$ cat src/rtl/baud_tick_gen.sv
// Fractional baud-rate strobe generator: independent RX (oversample, phase, bit-centre)
// and TX (bit) divider chains sharing one runtime-writable int.frac divisor.
module baud_tick_gen #(
  parameter int CLOCK_RATE = 100000000,
  parameter int BAUD_RATE  = 9600,
  parameter int OVERSAMPLE = 16,
  parameter int DIV_INT_W  = 16,
  parameter int DIV_FRAC_W = 4,
  parameter int OS_W       = $clog2(OVERSAMPLE)
) (
  input  logic                  clk,
  input  logic                  rst_n,
  input  logic                  en,
  input  logic                  div_wr,
  input  logic [DIV_INT_W-1:0]  div_int,
  input  logic [DIV_FRAC_W-1:0] div_frac,
  input  logic                  rx_resync,
  output logic                  rx_tick,
  output logic [OS_W-1:0]       rx_phase,
  output logic                  rx_mid,
  output logic                  tx_tick,
  output logic                  div_pending
);

  // Period counter is one bit wider than the integer part so int + carry never overflows.
  localparam int CW = DIV_INT_W + 1;

  localparam logic [63:0] TICK_HZ = 64'(BAUD_RATE) * 64'(OVERSAMPLE);
  localparam logic [63:0] D0 =
    (64'(CLOCK_RATE) * (64'd1 << DIV_FRAC_W) + TICK_HZ / 64'd2) / TICK_HZ;

  localparam logic [DIV_INT_W-1:0]  MIN_INT    = DIV_INT_W'(2);
  localparam logic [DIV_INT_W-1:0]  D0_INT_RAW = DIV_INT_W'(D0 >> DIV_FRAC_W);
  localparam logic [DIV_INT_W-1:0]  D0_INT     = (D0_INT_RAW < MIN_INT) ? MIN_INT : D0_INT_RAW;
  localparam logic [DIV_FRAC_W-1:0] D0_FRAC    = DIV_FRAC_W'(D0);

  localparam logic [OS_W-1:0] MID_PH  = OS_W'(OVERSAMPLE / 2 - 1);
  localparam logic [OS_W-1:0] LAST_PH = OS_W'(OVERSAMPLE - 1);

  // Shared shadow divisor, loaded by div_wr and adopted by each chain at its next period start.
  logic [DIV_INT_W-1:0]  sh_int_q, sh_int_d;
  logic [DIV_FRAC_W-1:0] sh_frac_q, sh_frac_d;

  // Per-chain state, index 0 = RX, index 1 = TX.
  logic [CW-1:0]         cnt_q   [2];
  logic [CW-1:0]         cnt_d   [2];
  logic [DIV_FRAC_W-1:0] acc_q   [2];
  logic [DIV_FRAC_W-1:0] acc_d   [2];
  logic [OS_W-1:0]       phase_q [2];
  logic [OS_W-1:0]       phase_d [2];
  logic [DIV_INT_W-1:0]  int_q   [2];
  logic [DIV_INT_W-1:0]  int_d   [2];
  logic [DIV_FRAC_W-1:0] frac_q  [2];
  logic [DIV_FRAC_W-1:0] frac_d  [2];
  logic                  pend_q  [2];
  logic                  pend_d  [2];
  logic                  tick_q  [2];
  logic                  tick_d  [2];
  logic                  mid_q, mid_d;

  always_comb begin
    sh_int_d  = sh_int_q;
    sh_frac_d = sh_frac_q;
    if (div_wr) begin
      sh_int_d  = (div_int < MIN_INT) ? MIN_INT : div_int;
      sh_frac_d = div_frac;
    end

    mid_d = 1'b0;

    for (int i = 0; i < 2; i++) begin : g_chain
      logic                  restart;
      logic                  is_end;
      logic                  is_start;
      logic [DIV_INT_W-1:0]  sel_int;
      logic [DIV_FRAC_W-1:0] sel_frac;
      logic [DIV_FRAC_W-1:0] acc_base;
      logic [DIV_FRAC_W:0]   sum;

      cnt_d[i]   = cnt_q[i];
      acc_d[i]   = acc_q[i];
      phase_d[i] = phase_q[i];
      int_d[i]   = int_q[i];
      frac_d[i]  = frac_q[i];
      pend_d[i]  = pend_q[i];
      tick_d[i]  = 1'b0;

      restart  = (i == 0) ? rx_resync : 1'b0;
      sel_int  = pend_q[i] ? sh_int_q : int_q[i];
      sel_frac = pend_q[i] ? sh_frac_q : frac_q[i];

      // cnt == 0 marks a cleared chain whose next edge starts a period without a strobe;
      // cnt == 1 is the last clock of a running period, which also starts the next one.
      is_end   = en && !restart && (cnt_q[i] == CW'(1));
      is_start = en && (restart || (cnt_q[i] == '0) || is_end);
      acc_base = restart ? '0 : acc_q[i];
      sum      = {1'b0, acc_base} + {1'b0, sel_frac};

      if (!en) begin
        cnt_d[i]   = '0;
        acc_d[i]   = '0;
        phase_d[i] = '0;
      end else if (is_start) begin
        cnt_d[i] = {1'b0, sel_int} + CW'(sum[DIV_FRAC_W]);
        acc_d[i] = sum[DIV_FRAC_W-1:0];
        if (restart) begin
          phase_d[i] = '0;
        end else if (is_end) begin
          phase_d[i] = phase_q[i] + OS_W'(1);
        end
      end else begin
        cnt_d[i] = cnt_q[i] - CW'(1);
      end

      if (i == 0) begin
        tick_d[i] = is_end;
        mid_d     = is_end && (phase_q[i] == MID_PH);
      end else begin
        tick_d[i] = is_end && (phase_q[i] == LAST_PH);
      end

      // A held chain adopts immediately; a running one only where a period begins.
      if (pend_q[i] && (!en || is_start)) begin
        int_d[i]  = sh_int_q;
        frac_d[i] = sh_frac_q;
        pend_d[i] = 1'b0;
      end
      if (div_wr) begin
        pend_d[i] = 1'b1;
      end
    end
  end

  always_ff @(posedge clk or negedge rst_n) begin
    if (!rst_n) begin
      sh_int_q  <= D0_INT;
      sh_frac_q <= D0_FRAC;
      mid_q     <= 1'b0;
      for (int i = 0; i < 2; i++) begin
        cnt_q[i]   <= '0;
        acc_q[i]   <= '0;
        phase_q[i] <= '0;
        int_q[i]   <= D0_INT;
        frac_q[i]  <= D0_FRAC;
        pend_q[i]  <= 1'b0;
        tick_q[i]  <= 1'b0;
      end
    end else begin
      sh_int_q  <= sh_int_d;
      sh_frac_q <= sh_frac_d;
      mid_q     <= mid_d;
      for (int i = 0; i < 2; i++) begin
        cnt_q[i]   <= cnt_d[i];
        acc_q[i]   <= acc_d[i];
        phase_q[i] <= phase_d[i];
        int_q[i]   <= int_d[i];
        frac_q[i]  <= frac_d[i];
        pend_q[i]  <= pend_d[i];
        tick_q[i]  <= tick_d[i];
      end
    end
  end

  assign rx_tick     = tick_q[0];
  assign tx_tick     = tick_q[1];
  assign rx_mid      = mid_q;
  assign rx_phase    = phase_q[0];
  assign div_pending = pend_q[0] | pend_q[1];

endmodule

$ cat config.mk
export PLATFORM = sky130hd
export DESIGN_NAME = baud_tick_gen
export DESIGN_NICKNAME = d
export VERILOG_FILES = /design/src/rtl/baud_tick_gen.sv
export SDC_FILE = /design/constraint.sdc
export NUM_CORES = 1
export LEC_CHECK = 0
export BUFFER_PORTS_ARGS = -buffer_cell sky130_fd_sc_hd__buf_2
export CAP_MARGIN = 15
export CELL_PAD_IN_SITES_DETAIL_PLACEMENT = 0
export CELL_PAD_IN_SITES_GLOBAL_PLACEMENT = 1
export CORE_ASPECT_RATIO = 0.6
export CORE_MARGIN = 2
export CORE_UTILIZATION = 53
export DETAILED_ROUTE_END_ITERATION = 8
export GPL_ROUTABILITY_DRIVEN = 1
export PLACE_DENSITY = 0.88
export SYNTH_ARGS = -nofsm -noshare
export SYNTH_HDL_FRONTEND = slang
export SYNTH_SLANG_ARGS = --single-unit
$ cat constraint.sdc
create_clock -name clk -period 5.74 [get_ports clk]
set_input_delay 0.861 -clock clk [delete_from_list [all_inputs] [get_ports clk]]
set_output_delay 0.861 -clock clk [all_outputs]
set_load 0.005 [all_outputs]
==> flow_summary.yaml, run 1 <==
clocking:
  cts_root_buf: "clkbuf_16"
  cts_sinks: 115
  hold_buffers: 0
  clockBufferDepth: 2
  cts_buffers: 17
  post_cts_resized: 0
  cts_tree: "done"
  postCtsSetupRepairBufs: 0
  clk_pin_slew_ns: 0.06
  cts_htree_levels: 4
  clk_latency_ns: 0.42
setup_path:
  crit_top_cell: "ha_1"
  cp.required_ns: 6.03
  critPathBufInv: 2
  cp-end-kind: "register"
  r2r_start: "pend_q[1]"
  path_class: "reg2reg"
  crit_cells: 11
  ff2ff_path_depth: 11
  cp_cell_sequence: "buf_4 -> mux2_2 -> ha_1 -> o21ai_0 -> nand2b_1 -> ha_1 -> inv_1 -> a221oi_1 -> nand4b_1 -> xnor2_1 -> o22ai_1"
  r2r-end: "cnt_q[32]"
  critPathArrivalTime_ns: 3.79
  path_delay_family: "compound AO/OA/AOI/OAI gates"
  cp-endpoint: "cnt_q[32]"
  crit_path_start: "pend_q[1]"
  start_kind: "register"
  path_max_fanout: 33
  r2r_setup_slack_ns: 2.23
  critPathMaxStageDelay_ns: 0.90
  crit_slowest_cell: "a221oi_1"
logic_synthesis:
  synth_area_sq_um: 6594
  synth_cell_types: 70
  synth_edf_count: 0
  syn_inst: 610
  ys_warn_count: 0
  synth_ff_type: "dfrtp_1"
  ys_async_sr_fraction: 1.000
  syn-num-nets: 655
  ys_ff_latch: 115
  synth-seq-area-share: 0.4398
  syn_area_per_cell_sq_um: 10.81
timing:
  worst_pin_slew_ns: 1.172
  slew_headroom: 0.2188
  final.min_clock_period_ns: 3.508
  fmax_mhz: 285.0
  maxSlewViolCount: 0
  final-hold-violation-count: 0
  setup_violations: 0
  period_share: 0.6112
  rsz0062_at_grt: "false"
  fin_worst_skew_ns: 0.01005
  tns_ns: 0
detailed_routing:
  finalWirelength_um: 15120
  vias: 4873
  drc: 0
  ant_nets: 0
  vias_per_cell: 6.001
  dr.pass1.iters: 5
  drt_iter0_drc: 346
  routedWlPerCell_um: 18.62
placement:
  io_buffer_count: 32
  placed_cell_area_sq_um: 6849
  gp_congestion: 0.8546
  dp.cells: 779
  dp_hpwl_um: 10530
floorplan:
  io_pins: 33
  dieArea_sq_um: 13380
  core_area_sq_um: 12100
  chipWidth_um: 148.0
  die_h_um: 90.40
  fp-row-count: 31
  initial_utilization: 0.5449
min_path:
  hold_path_class: "reg2reg"
finish:
  layout_commonest_cell: "dfrtp_1"
  antennaDiodeCount: 0
  nNetsFinal: 679
  layout_common_cells: "dfrtp_1, mux2_1, mux2_2"
  postLayoutCoreUtil: 0.6184
  drive_gt1_frac: 0.2071
  instances_no_fill: 812
  fin_area_sq_um: 7483
  syn_to_final_growth_pct: 13.49
run_status:
  outcome: "complete, no violations"
flow_run:
  maxCapViolCount: 0
power:
  internal_power_w: 0.002228
  ir_drop_mv: 0.2375
  leakagePower_nw: 3.293
  p_sw_w: 0.001122
  p_seq_frac: 0.367
  power_density_nw_per_um2: 447.6
  power_frac_clock: 0.334
  total_power_w: 0.003350
  p_sw_frac: 0.3350
  combPwrFrac: 0.299
grt:
  grt_usage: 0.2403
  grt_pass1_vias: 4922
  antenna_found_initial: 0
  grt_pass1_wl_um: 25350
  grt_start_max_net_pins: 77
  grt-ovfl-total: 0
power groups by stage:
| stage | Sequential (W) | Combinational, W | Clock, W |
|---|---|---|---|
| 3_3_place_gp | 0.00121 | 0.000953 | 0 |
| 3_5_place_dp | 0.00123 | 0.000983 | 0 |
| 5_1_grt | 0.00126 | 0.00111 | 0.00117 |
| 2_1_floorplan | 0.00117 | 0.000810 | 0 |
| 6_report | 0.00123 | 0.00100 | 0.00112 |
| 4_1_cts | 0.00122 | 0.000994 | 0.00113 |
metrics by stage:
stage / worst slack, ns / hold WS [ns]
6_report: 2.232 / 0.4825
5_1_grt: 1.960 / 0.4983
4_1_cts: 2.270 / 0.4848
3_5_place_dp: 1.964 / 0.4687
3_3_place_gp: 2.094 / 0.4633
2_1_floorplan: 1.880 / 0.4396
how the worst min path moves through the flow:
| stage | startpoint | end | slack [ns] | depth (start not counted) |
|---|---|---|---|---|
| after global placement | rx_phase[3] | rx_mid | 0.46 | 1 |
| final | acc_q[6] | acc_q[6] | 0.48 | 1 |
| after floorplan | rx_phase[3] | rx_mid | 0.44 | 1 |
| after global routing | acc_q[6] | acc_q[6] | 0.50 | 1 |
| after detailed placement | acc_q[7] | acc_q[7] | 0.47 | 1 |
| after CTS | acc_q[7] | acc_q[7] | 0.48 | 1 |
registers in the layout, indices dropped and copies added (netlist names):
register and count:
cnt_q 34, phase_q 4, int_q 32, rx_phase 4
frac_q 8, sh_frac_q 4, acc_q 8, rx_mid 1
rx_tick 1, tx_tick 1, sh_int_q 16, pend_q 2
synthesized netlist by cell type (3+ instances only):
| master | n | area, sq um |
|---|---|---|
| dfrtp_1 | 97 | 2427 |
| mux2_1 | 40 | 450.4 |
| mux2_2 | 35 | 394.1 |
| nor2_1 | 34 | 127.6 |
| xnor2_1 | 28 | 245.2 |
| nand3_1 | 27 | 135.1 |
| nand2_1 | 25 | 93.84 |
| xor2_1 | 25 | 219.0 |
| mux2i_1 | 24 | 240.2 |
| dfstp_2 | 18 | 473.0 |
| ha_1 | 18 | 225.2 |
| a21oi_1 | 17 | 85.08 |
| inv_1 | 17 | 63.81 |
| clkbuf_1 | 15 | 56.30 |
| o22ai_1 | 14 | 87.58 |
| nor4_1 | 12 | 75.07 |
| nand3b_1 | 11 | 82.58 |
| nor3_1 | 11 | 55.05 |
| buf_2 | 9 | 45.04 |
| o21ai_1 | 9 | 45.04 |
| and3_1 | 7 | 43.79 |
| nor2b_1 | 7 | 43.79 |
| a211oi_1 | 6 | 45.04 |
| nand4_1 | 6 | 37.54 |
| o31ai_1 | 6 | 45.04 |
| or3_1 | 6 | 37.54 |
| a21o_1 | 5 | 37.54 |
| o211ai_1 | 5 | 37.54 |
| or4_1 | 5 | 37.54 |
| buf_1 | 4 | 15.01 |
| buf_4 | 4 | 30.03 |
| nand2b_1 | 4 | 25.02 |
| o21ai_0 | 4 | 20.02 |
| o2bb2ai_1 | 4 | 35.03 |
| and2_1 | 3 | 18.77 |
| and3b_1 | 3 | 26.28 |
| o41ai_1 | 3 | 26.28 |
| or2_2 | 3 | 18.77 |
layout make-up:
class                      count  area [sq um]
tap                          165         206.4
clock inverter                10         155.1
clock buffer                  22         464.2
sequential                   115          2900
multi-input combinational    443          3467
timing repair buffer          39         222.7
fill                         963          4618
inverter                      18         67.56
layer usage:
metal | routed length (um) | track usage | share of wire
met1 | 7629 | 0.3583 | 0.50
met2 | 6499 | 0.3422 | 0.43
met4 | 204 | 0.07460 | 0.013
met3 | 783 | 0.06162 | 0.052
met5 | 0 | 0 | 0
cells by family (layout without fill, tap and decap cells):
| group | after synthesis | after routing | share of synthesized area |
|---|---|---|---|
| compound gates | 100 | 100 | 0.1078 |
| xor+xnor | 53 | 53 | 0.07040 |
| fa+ha+maj | 20 | 20 | 0.04023 |
| buf+inv | 52 | 89 | 0.03491 |
| flops | 115 | 115 | 0.4398 |
| mux | 99 | 99 | 0.1645 |
| simple gates | 171 | 171 | 0.1423 |
Note: power is estimated with default switching activity, not from simulation.
==> inputs of run 2 (changes only) <==
--- a/config.mk
+++ b/config.mk
@@ -11,10 +11,10 @@
 export CELL_PAD_IN_SITES_GLOBAL_PLACEMENT = 1
 export CORE_ASPECT_RATIO = 0.6
 export CORE_MARGIN = 2
-export CORE_UTILIZATION = 53
+export CORE_UTILIZATION = 45
 export DETAILED_ROUTE_END_ITERATION = 8
 export GPL_ROUTABILITY_DRIVEN = 1
-export PLACE_DENSITY = 0.88
+export PLACE_DENSITY = 0.8
 export SYNTH_ARGS = -nofsm -noshare
 export SYNTH_HDL_FRONTEND = slang
 export SYNTH_SLANG_ARGS = --single-unit
==> constraint.sdc (replaced) <==
create_clock -name clk -period 3.2 [get_ports clk]
set_input_delay 0.48 -clock clk [delete_from_list [all_inputs] [get_ports clk]]
set_output_delay 0.48 -clock clk [all_outputs]
set_load 0.005 [all_outputs]
==> flow_summary.yaml, run 2 (synthesized netlist as in run 1, its figures left out) <==
timing:
  final.min_clock_period_ns: 3.063
  final-hold-violation-count: 0
  worst_pin_slew_ns: 0.5621
  slew_headroom: 0.6224
  maxSlewViolCount: 0
  fin_worst_skew_ns: 0.008880
  rsz0062_at_grt: "false"
  tns_ns: 0
  fmax_mhz: 326.4
  period_share: 0.9573
  setup_violations: 0
finish:
  top_regs: "cnt_q x34, int_q x32, sh_int_q x16"
  syn_to_final_growth_pct: 15.12
  largest-register: "cnt_q"
  nNetsFinal: 685
  drive_gt1_frac: 0.2224
  nFillCells: 1259
  antennaDiodeCount: 0
  layout_common_cells: "dfrtp_1, mux2_1, mux2_2, nor2_1, buf_2"
  layout_commonest_cell: "dfrtp_1"
  largest_register_ffs: 34
grt:
  grt_start_max_net_pins: 51
  grt_pass1_vias: 4898
  grt_usage: 0.2100
  grt-ovfl-total: 0
  antenna_found_initial: 0
  grt_pass1_wl_um: 25810
power:
  power_density_nw_per_um2: 780.0
  ir_drop_mv: 0.3966
  leakagePower_nw: 3.317
  total_power_w: 0.005921
detailed_routing:
  ant_nets: 0
  vias: 4859
  dr.pass1.iters: 6
  drt_iter0_drc: 297
  routedWlPerCell_um: 18.15
  drc: 0
  vias_per_cell: 5.716
  finalWirelength_um: 15430
setup_path:
  cp.required_ns: 3.49
  start_kind: "register"
  critPathArrivalTime_ns: 3.35
  path_delay_family: "adder cells"
  crit_top_cell: "ha_4"
  path_class: "reg2reg"
  critPathMaxStageDelay_ns: 0.55
  crit_slowest_cell: "dfstp_2"
  path_max_fanout: 5
  cp-end-kind: "register"
  critPathBufInv: 1
  cp_cell_sequence: "mux2_4 -> ha_4 -> inv_1 -> fa_2 -> nor2b_1 -> o21ai_0 -> nand2b_1 -> ha_2 -> ha_4 -> o211ai_1 -> a2111oi_2 -> nor4_1 -> a311o_1"
clocking:
  postCtsSetupRepairBufs: 0
  cts_buffers: 17
  cts_root_buf: "clkbuf_16"
  cts_sinks: 115
  clk_pin_slew_ns: 0.06
  cts_htree_levels: 4
  clockBufferDepth: 2
  cts_tree: "done"
  clk_latency_ns: 0.41
floorplan:
  fp-row-count: 34
  die_h_um: 97.77
  chipWidth_um: 160.3
  core_area_sq_um: 14420
  initial_utilization: 0.4572
  dieArea_sq_um: 15670
  io_pins: 33
flow_run:
  maxCapViolCount: 0
min_path:
  hold_path_class: "in2async"
run_status:
  outcome: "complete, no violations"
placement:
  gp_congestion: 0.8146
  io_buffer_count: 32
  dp_hpwl_um: 10890
-- run 2: cell types whose count changed in the layout (fill, tap and decap cells not counted), sizes merged --
cell	delta
clkbuf	+4
buf	+6
clkinv	-1
clkinvlp	-2
bufinv	-2
-- run 2: layout make-up --
cell class	instances	area [sq um]	area share
inverter	18	67.56	0.008901
multi-input combinational	443	3518	0.4635
clock inverter	5	75.07	0.009890
timing repair buffer	45	272.8	0.03593
clock buffer	26	509.2	0.06708
sequential	115	2900	0.3821
tap	198	247.7	0.03264
-- run 2: layer usage --
metal,track usage,vias up,share of wire
met4,0.07554,0,0.0097
li1,-,2299,-
met2,0.2924,122,0.42
met5,0,-,0
met1,0.3256,2424,0.52
met3,0.03696,14,0.048
-- run 2: report_power, final --
part | switching, W | internal [W]
Sequential | 0.000347 | 0.00185
Combinational | 0.00101 | 0.000824
Clock | 0.000643 | 0.00124
Total | 0.00200 | 0.00392
-- run 2: final timing paths --
kind,cells past startpoint,start,to,slack [ns]
setup / recovery,13,sh_frac_q[0],cnt_q[14],0.14
hold / removal,1,rst_n,sh_int_q[5],0.06
min in group clk,2,div_frac[3],sh_frac_q[3],0.30
max in group asynchronous,2,rst_n,int_q[1],2.33
hold reg to reg,1,acc_q[6],acc_q[6],0.48
setup reg to reg,13,sh_frac_q[0],cnt_q[14],0.14
-- run 2: what timing repair did --
action | 4_1_cts | 5_1_grt
hold buffers | 0 | 0
gates resized for setup | 0 | 1
setup endpoints to repair | 0 | 3
-- run 2: stage by stage --
stage          instance area [sq um]  setup slack [ns]  hold WS [ns]    util  std cells
2_1_floorplan                   6685           0.01822        0.1844       -        610
4_1_cts                         7586            0.1094       0.07296  0.5260        850
3_3_place_gp                    7002            0.2536        0.4541  0.4855        819
5_1_grt                         7591          0.002736       0.09659  0.5264        850
3_5_place_dp                    7002           0.08431        0.4659  0.4855        819
6_report                        7591            0.1366       0.05769  0.5264        850
==> inputs of run 3 (changes only) <==
--- a/config.mk
+++ b/config.mk
@@ -15,6 +15,7 @@
 export DETAILED_ROUTE_END_ITERATION = 8
 export GPL_ROUTABILITY_DRIVEN = 1
 export PLACE_DENSITY = 0.8
+export REMOVE_ABC_BUFFERS = 1
 export SYNTH_ARGS = -nofsm -noshare
 export SYNTH_HDL_FRONTEND = slang
 export SYNTH_SLANG_ARGS = --single-unit
==> flow_summary.yaml, run 3 (synthesized netlist as in run 1, its figures left out) <==
setup_path:
  ff2ff_path_depth: 13
  start_kind: "register"
  crit_slowest_cell: "or4_1"
  critPathArrivalTime_ns: 3.31
  cp.required_ns: 3.49
  path_max_fanout: 5
  path_delay_family: "simple AND/OR/NAND/NOR gates"
  critPathBufInv: 2
  r2r_setup_slack_ns: 0.18
  r2r_start: "sh_frac_q[0]"
  cp-end-kind: "register"
  cp_cell_sequence: "mux2_2 -> ha_1 -> inv_1 -> fa_2 -> nor2b_1 -> o21ai_0 -> nand2b_1 -> ha_2 -> buf_4 -> o221ai_1 -> or4_1 -> nand3_1 -> a21oi_1"
  path_class: "reg2reg"
  r2r-end: "cnt_q[11]"
  critPathMaxStageDelay_ns: 0.59
floorplan:
  core_area_sq_um: 14420
  initial_utilization: 0.4572
  io_pins: 33
  die_h_um: 97.77
  fp-row-count: 34
  chipWidth_um: 160.3
  dieArea_sq_um: 15670
finish:
  top_regs: "cnt_q x34, int_q x32, sh_int_q x16"
  nNetsFinal: 691
  fin_area_sq_um: 7625
  nFillCells: 1226
  antennaDiodeCount: 0
  regArea_sq_um: 2900
  layout_commonest_cell: "dfrtp_1"
  largest_register_ffs: 34
  multiInputGateArea_sq_um: 3498
  postLayoutCoreUtil: 0.5287
  drive_gt1_frac: 0.2246
  syn_to_final_growth_pct: 15.64
  largest-register: "cnt_q"
  layout_common_cells: "dfrtp_1, mux2_1, mux2_2"
detailed_routing:
  finalWirelength_um: 15750
  ant_nets: 0
  vias: 5013
  vias_per_cell: 5.849
  dr.pass1.iters: 5
  drc: 0
  drt_iter0_drc: 351
  routedWlPerCell_um: 18.37
timing:
  fin_worst_skew_ns: 0.01174
  fmax_mhz: 330.7
  worst_pin_slew_ns: 0.8961
  maxSlewViolCount: 0
  final-hold-violation-count: 0
  holdWs_ns: 0.07659
  rsz0062_at_grt: "false"
  slew_headroom: 0.4000
  final.min_clock_period_ns: 3.024
  setup_violations: 0
  period_share: 0.9449
placement:
  gp_congestion: 0.8990
  dp_hpwl_um: 11000
  io_buffer_count: 32
  placed_cell_area_sq_um: 6993
min_path:
  hold_path_class: "in2async"
grt:
  grt_pass1_wl_um: 25940
  grt_usage: 0.2106
  antenna_found_initial: 0
  grt-ovfl-total: 0
  grt_pass1_vias: 4988
  grt_start_max_net_pins: 65
power:
  internal_power_w: 0.003970
  p_sw_w: 0.002038
  combPwrFrac: 0.311
  power_density_nw_per_um2: 788.0
  p_sw_frac: 0.3392
  power_frac_clock: 0.325
  p_seq_frac: 0.364
  leakagePower_nw: 3.351
  ir_drop_mv: 0.3250
clocking:
  clk_pin_slew_ns: 0.06
  clk_latency_ns: 0.42
  cts_tree: "done"
  cts_sinks: 115
  cts_root_buf: "clkbuf_16"
  cts_buffers: 17
  cts_htree_levels: 4
  clockBufferDepth: 2
flow_run:
  maxCapViolCount: 0
run_status:
  outcome: "complete, no violations"
==> run 3: cell count changes in the layout (fill, tap and decap cells not counted), moves of 2 or more <==
cell	delta
buf_4	+6
clkbuf_1	+3
clkbuf_8	-2
ha_4	-2
==> run 3: cell type report <==
type	instances	share of cell area
multi-input cells	443	0.4588
clock inverters	5	0.01313
well taps	198	0.03249
clock buffers	27	0.06465
inverters	18	0.008861
repair buffers	51	0.04168
flip-flops and latches	115	0.3804
==> run 3: what timing repair did <==
item | in CTS | in global routing
buffers inserted | 0 | 1
hold buffers | 0 | 0
endpoints found under the setup margin | 1 | 4
resized for setup | 1 | 7
pin swaps | 0 | 3
==> run 3: power by group through the flow <==
stage | registers (W) | clock network [W] | logic, W
2_1_floorplan | 0.00212 | 0 | 0.00136
3_3_place_gp | 0.00217 | 0 | 0.00177
3_5_place_dp | 0.00219 | 0 | 0.00182
4_1_cts | 0.00218 | 0.00197 | 0.00185
5_1_grt | 0.00224 | 0.00204 | 0.00207
6_report | 0.00219 | 0.00195 | 0.00187
==> run 3: how the worst max path moves through the flow <==
stage            startpoint   endpoint  slack [ns]  cells past startpoint
3_3_place_gp   sh_frac_q[0]  cnt_q[14]        0.22                     13
3_5_place_dp   sh_frac_q[0]  cnt_q[14]      -0.003                     13
5_1_grt        sh_frac_q[0]  cnt_q[31]        0.02                     13
4_1_cts        sh_frac_q[0]  cnt_q[14]        0.04                     13
2_1_floorplan     pend_q[0]  cnt_q[14]       -0.34                     13
6_report       sh_frac_q[0]  cnt_q[11]        0.18                     13
==> run 3: stage by stage <==
| stage | std cells | setup TNS [ns] | setup slack, ns | total power [W] |
|---|---|---|---|---|
| after floorplan | 576 | -1.727 | -0.3404 | 0.003485 |
| after global placement | 824 | 0 | 0.2203 | 0.003939 |
| after detailed placement | 824 | -0.003474 | -0.003474 | 0.004018 |
| after CTS | 856 | 0 | 0.04327 | 0.005995 |
| after global routing | 857 | 0 | 0.02315 | 0.006355 |
| final | 857 | 0 | 0.1765 | 0.006008 |
==> run 3: per-layer routing <==
layer	routed length (um)	vias to the layer above	share of wire	track usage
li1	-	2312	-	-
met1	7986	2538	0.51	0.3164
met2	6708	148	0.43	0.3037
met3	933	15	0.059	0.05098
met4	118	0	0.0075	0.05752
met5	0	-	0	0
